<file path="src/rtl/l2_arbiter.sv">
// -----------------------------------------------------------------------------
// l2_arbiter
// Shares the single unified L2 port between the L1 I-cache and L1 D-cache.
// Requests from both L1s are serialized one at a time, with round-robin on
// conflicts (D wins the first tie after reset). The request is latched at
// grant, and the returned line goes to the granted requester with a one-cycle
// resp pulse.
//
// Ports
//   clk, rst_n              clock, asynchronous active-low reset
//   i_read, i_address       I-cache line read request (held until i_resp)
//   i_rdata, i_resp         line returned to I-cache, completion pulse
//   d_read, d_write         D-cache fill / writeback request (held until d_resp)
//   d_address, d_wdata      D-cache line address and writeback line
//   d_rdata, d_resp         line returned to D-cache, completion pulse
//   l2_read, l2_write       registered L2 command (never both high)
//   l2_address, l2_wdata    latched address / writeback data
//   l2_rdata, l2_resp       L2 read data and single-cycle completion
// -----------------------------------------------------------------------------
module l2_arbiter #(
   parameter int ADDR_WIDTH = 16,
   parameter int LINE_WIDTH = 128
) (
   input  logic                  clk,
   input  logic                  rst_n,
   input  logic                  i_read,
   input  logic [ADDR_WIDTH-1:0] i_address,
   output logic [LINE_WIDTH-1:0] i_rdata,
   output logic                  i_resp,
   input  logic                  d_read,
   input  logic                  d_write,
   input  logic [ADDR_WIDTH-1:0] d_address,
   input  logic [LINE_WIDTH-1:0] d_wdata,
   output logic [LINE_WIDTH-1:0] d_rdata,
   output logic                  d_resp,
   output logic                  l2_read,
   output logic                  l2_write,
   output logic [ADDR_WIDTH-1:0] l2_address,
   output logic [LINE_WIDTH-1:0] l2_wdata,
   input  logic [LINE_WIDTH-1:0] l2_rdata,
   input  logic                  l2_resp
);

   typedef enum logic [2:0] {
      ST_IDLE,
      ST_SERVE_I,
      ST_SERVE_D,
      ST_DONE_I,
      ST_DONE_D
   } state_t;

   state_t                r_state;
   state_t                w_state_nxt;
   logic                  r_last_d;      // 1: last grant went to D, 0: to I
   logic                  r_l2_read;
   logic                  r_l2_write;
   logic [ADDR_WIDTH-1:0] r_l2_address;
   logic [LINE_WIDTH-1:0] r_l2_wdata;
   logic [LINE_WIDTH-1:0] r_i_rdata;
   logic [LINE_WIDTH-1:0] r_d_rdata;

   logic                  w_d_req;
   logic                  w_grant_i;
   logic                  w_grant_d;
   logic                  w_serving;

   assign w_d_req   = d_read | d_write;
   assign w_serving = (r_state == ST_SERVE_I) || (r_state == ST_SERVE_D);

   // ---------------------------------------------------------------------------
   // Next-state and grant decision
   // ---------------------------------------------------------------------------
   always_comb begin
      // NOTE: every combinational output gets a default first, so no path
      // through the case leaves a signal unassigned and no latch is inferred.
      w_state_nxt = r_state;
      w_grant_i   = 1'b0;
      w_grant_d   = 1'b0;
      unique case (r_state)
         ST_IDLE: begin
            if (i_read && w_d_req) begin
               // Tie: grant whoever did not win last time.
               w_grant_i = r_last_d;
               w_grant_d = ~r_last_d;
            end else begin
               w_grant_i = i_read;
               w_grant_d = w_d_req;
            end
            if (w_grant_i) w_state_nxt = ST_SERVE_I;
            if (w_grant_d) w_state_nxt = ST_SERVE_D;
         end
         ST_SERVE_I: if (l2_resp) w_state_nxt = ST_DONE_I;
         ST_SERVE_D: if (l2_resp) w_state_nxt = ST_DONE_D;
         // A request still high in DONE is picked up from IDLE, never here.
         ST_DONE_I:  w_state_nxt = ST_IDLE;
         ST_DONE_D:  w_state_nxt = ST_IDLE;
         default:    w_state_nxt = ST_IDLE;
      endcase
   end

   // ---------------------------------------------------------------------------
   // State register
   // ---------------------------------------------------------------------------
   always_ff @(posedge clk or negedge rst_n) begin
      // NOTE: sequential state uses non-blocking assignments so every register
      // samples pre-edge values regardless of process evaluation order.
      if (!rst_n) r_state <= ST_IDLE;
      else        r_state <= w_state_nxt;
   end

   // ---------------------------------------------------------------------------
   // Request latch, L2 command and response data
   // ---------------------------------------------------------------------------
   always_ff @(posedge clk or negedge rst_n) begin
      // NOTE: the wide line registers are reset too, because the returned data
      // and the L2 address/data buses must read as zero out of reset.
      if (!rst_n) begin
         r_last_d     <= 1'b0;
         r_l2_read    <= 1'b0;
         r_l2_write   <= 1'b0;
         r_l2_address <= '0;
         r_l2_wdata   <= '0;
         r_i_rdata    <= '0;
         r_d_rdata    <= '0;
      end else begin
         if (w_grant_i) begin
            r_l2_address <= i_address;
            r_l2_read    <= 1'b1;
            r_last_d     <= 1'b0;
         end
         if (w_grant_d) begin
            r_l2_address <= d_address;
            r_last_d     <= 1'b1;
            // A simultaneous read+write is a protocol error; the write wins.
            if (d_write) begin
               r_l2_write <= 1'b1;
               r_l2_wdata <= d_wdata;
            end else begin
               r_l2_read  <= 1'b1;
            end
         end
         if (w_serving && l2_resp) begin
            r_l2_read  <= 1'b0;
            r_l2_write <= 1'b0;
            // Only reads return a line; a writeback leaves rdata untouched.
            if (r_l2_read) begin
               if (r_state == ST_SERVE_I) r_i_rdata <= l2_rdata;
               else                       r_d_rdata <= l2_rdata;
            end
         end
      end
   end

   assign l2_read    = r_l2_read;
   assign l2_write   = r_l2_write;
   assign l2_address = r_l2_address;
   assign l2_wdata   = r_l2_wdata;
   assign i_rdata    = r_i_rdata;
   assign d_rdata    = r_d_rdata;
   assign i_resp     = (r_state == ST_DONE_I);
   assign d_resp     = (r_state == ST_DONE_D);

endmodule

</file>
<file path="config.mk">
export PLATFORM = sky130hd
export DESIGN_NAME = l2_arbiter
export DESIGN_NICKNAME = d
export VERILOG_FILES = /design/src/rtl/l2_arbiter.sv
export SDC_FILE = /design/constraint.sdc
export NUM_CORES = 1
export LEC_CHECK = 0
export BUFFER_PORTS_ARGS = -buffer_cell sky130_fd_sc_hd__buf_2
export CORE_AREA = 5 5 268 270
export DETAILED_ROUTE_END_ITERATION = 10
export DIE_AREA = 0 0 273 275
export PLACE_DENSITY = 0.46
export RECOVER_POWER = 50
export SLEW_MARGIN = 10
export SYNTH_ARGS = -nofsm -noshare
export SYNTH_HDL_FRONTEND = slang
export SYNTH_SLANG_ARGS = --single-unit
</file>
<file path="constraint.sdc">
create_clock -name clk -period 3.5 [get_ports clk]
set_clock_uncertainty 0.1 [all_clocks]
set_input_delay 0.175 -clock clk [delete_from_list [all_inputs] [get_ports clk]]
set_output_delay 0.175 -clock clk [all_outputs]
set_load 0.05 [all_outputs]
</file>
==> summary.txt <==
Run status
  – Status: finished, final reports clean

Final layout
  – Most frequent cells in the layout: 406 x dfrtp_1, 376 x buf_2, 339 x clkbuf_1, 292 x dlygate4sd3_1, 165 x mux2_2
  – Final core utilization: 35.4%
  – Leading cell type in the layout, fill and taps excluded: dfrtp_1
  – Share of cells above drive strength 1: 37.8%
  – Area Overhead vs Synth: 52.3%
  – Final Non-Filler Cells: 2908
  – Nets@finish: 2226

Worst setup path
  – Worst reg2reg path depth: 5
  – CP startpoint kind: flop
  – Endpoint type of the worst setup path: flop
  – R2R Path Start: r_state[1]
  – Crit Path Category: reg2reg
  – CP Buf/Inv Count: 2
  – Crit path arrival time: 2.87 ns
  – CP peak stage delay: 0.55 ns
  – Req. time, crit path: 3.84 ns
  – CP delay by family, top: simple AND/OR/NAND/NOR gates
  – Critical R2R Capture: l2_wdata[118]
  – Most used cell, CP: buf_4
  – CP max FO: 31
  – Critical path's slowest cell: and3_4
  – Worst R2R Setup Slack: 0.97 ns
  – Sequence of cells on the critical path: nor3_4 > buf_4 > and3_4 > buf_4 > mux2_2

Die
  – Die Wd: 273 um
  – Site row count: 97
  – Chip height: 275 um
  – Placeable Area: 0.0693 mm2
  – Die area: 0.0751 mm2
  – Initial Utilization: 23.3%
  – I/O pin count: 698

Logic synthesis
  – Netlist cell types: 34
  – Synth Cell Area: 0.0161 mm2
  – Post-synthesis sequential area ratio: 63.0%
  – Async SR Flop Fraction: 100%
  – Seq cells post-synth: 406
  – Post-synth EDFFs: 0
  – Average size of a mapped cell: 17.6 um2
  – Syn_nets: 1208
  – Mapped Cells: 914
  – Top_reg_cell synth: dfrtp_1
  – Yosys warning count: 0

Drt
  – DRC marker count from the first detailed-route iteration: 300
  – DR pass1 iterations: 4
  – DRC viols: 0
  – Via count: 11700
  – Vias/cell: 4.01
  – Routed Antenna Nets: 0
  – Final WL: 53.4 mm
  – Avg WL per Cell: 18.4 um

Clock tree
  – Clock tree buffer depth: 3
  – Root buffer cell: clkbuf_16
  – Skew-Pair Late Insertion Delay: 0.55 ns
  – Clock sinks: 406
  – Clk slew on worst S/H paths: 0.06 ns
  – CTS Hold Bufs: 292
  – Post-CTS Setup Bufs: 0
  – CTS Buf Count: 47
  – Resized Gates After CTS: 0
  – CTS tree: built
  – Htree depth: 2

Placed design
  – PortBufs: 697
  – Final Wtd Congestion: 0.810
  – Dpl hpwl: 39.3 mm
  – Placed cells: 2531

Global routing
  – GRT overflow: 0
  – Gr usage total: 13.4%
  – Initial antenna violation count: 3
  – Number of global-route vias before repair: 13100
  – First-pass GRT wire length: 79.3 mm
  – Pin count of the biggest net entering global routing: 110

Worst hold path
  – Hold path startpoint: d_read
  – Worst hold endpoint: r_state[1]
  – HP Class: in2reg
  – Worst Hold Depth: 4

Flow run
  – Max-cap violations: 0

STA
  – Final Hold Viols: 0
  – Worst-case hold slack: 0.0844 ns
  – Setup-failing EPs final: 0
  – Max-slew headroom: 18.4%
  – Unrepaired setup endpoints after global routing: no
  – Final setup TNS: 0 ns
  – Minimum clock period: 2.53 ns
  – Max-slew violations: 0
  – Slew @ Worst Pin: 1.22 ns
  – Final period utilization: 72.4%
  – Max Fclk: 395 MHz
==> logic make-up (layout without fill, tap and decap cells) <==
kind of cell / Yosys count / count (layout) / share of synthesized area, %
xor gates and xnor gates: 1 / 1 / 0.0543
muxes: 401 / 401 / 30.2
AOI/OAI and AO/OA: 24 / 24 / 1.27
DFF: 406 / 406 / 63.0
and+or+nand+nor: 30 / 30 / 1.44
other: 0 / 1 / 0
buffers and inverters: 52 / 1105 / 4.03
==> final cells by class <==
class	count	area, um2
tap	940	1180
timing repair buffer	1020	6340
clock buffer	73	1440
inverter	1	3.75
clock inverter	11	111
fill	6940	44700
antenna	1	2.50
multi-input combinational	456	5330
sequential	406	10200
==> registers in the layout, summed over array words and instances (netlist names) <==
register / cells
l2_read: 1
l2_write: 1
l2_address: 16
r_state: 3
l2_wdata: 128
d_rdata: 128
r_last_d: 1
i_rdata: 128
==> per-stage QoR <==
stage          worst slack (ns)  area [um2]
2_1_floorplan              1.54       16100
3_3_place_gp              0.987       20500
3_5_place_dp              0.954       20500
4_1_cts                   0.961       25000
5_1_grt                   0.850       24600
6_report                  0.968       24600
==> worst max-delay path by stage <==
stage	startpoint	end	slack [ns]	depth (start not counted)
after floorplan	r_state[1]	d_resp	1.54	2
after global placement	r_state[1]	l2_wdata[111]	0.99	5
after detailed placement	r_state[1]	l2_wdata[117]	0.95	5
after CTS	r_state[1]	l2_wdata[117]	0.96	5
after global routing	r_state[1]	l2_wdata[117]	0.85	5
final	r_state[1]	l2_wdata[118]	0.97	5
==> synth_stat cells (2+ instances only) <==
cell	count	area, um2
dfrtp_1	406	10200
mux2_2	165	1860
mux2_1	119	1340
mux2_4	100	1500
buf_6	18	203
a2bb2oi_1	17	149
mux2i_1	17	170
nand2b_1	16	100
buf_12	11	220
buf_8	11	165
buf_2	5	25.0
buf_4	3	22.5
a22o_1	2	17.5
clkbuf_1	2	7.51
nand2_1	2	7.51
nor3_1	2	10.0
==> metal layers <==
metal | vias up | GRT usage [%] | wire [um]
li1 | 5287 | - | -
met1 | 5867 | 15.3 | 20200
met3 | 120 | 3.28 | 3310
met2 | 374 | 23.8 | 27800
met4 | 4 | 5.73 | 2100
met5 | - | 0 | 24
==> worst register-to-register path: stages (launching register included) <==
cell and delay (ns):
dfrtp_1 0.51, nor3_4 0.23, buf_4 0.28, and3_4 0.55, buf_4 0.37, mux2_2 0.38
Power is left out: the tool's default activity adds up to more than one toggle a clock period on the data nets, which glitch-free logic cannot reach.
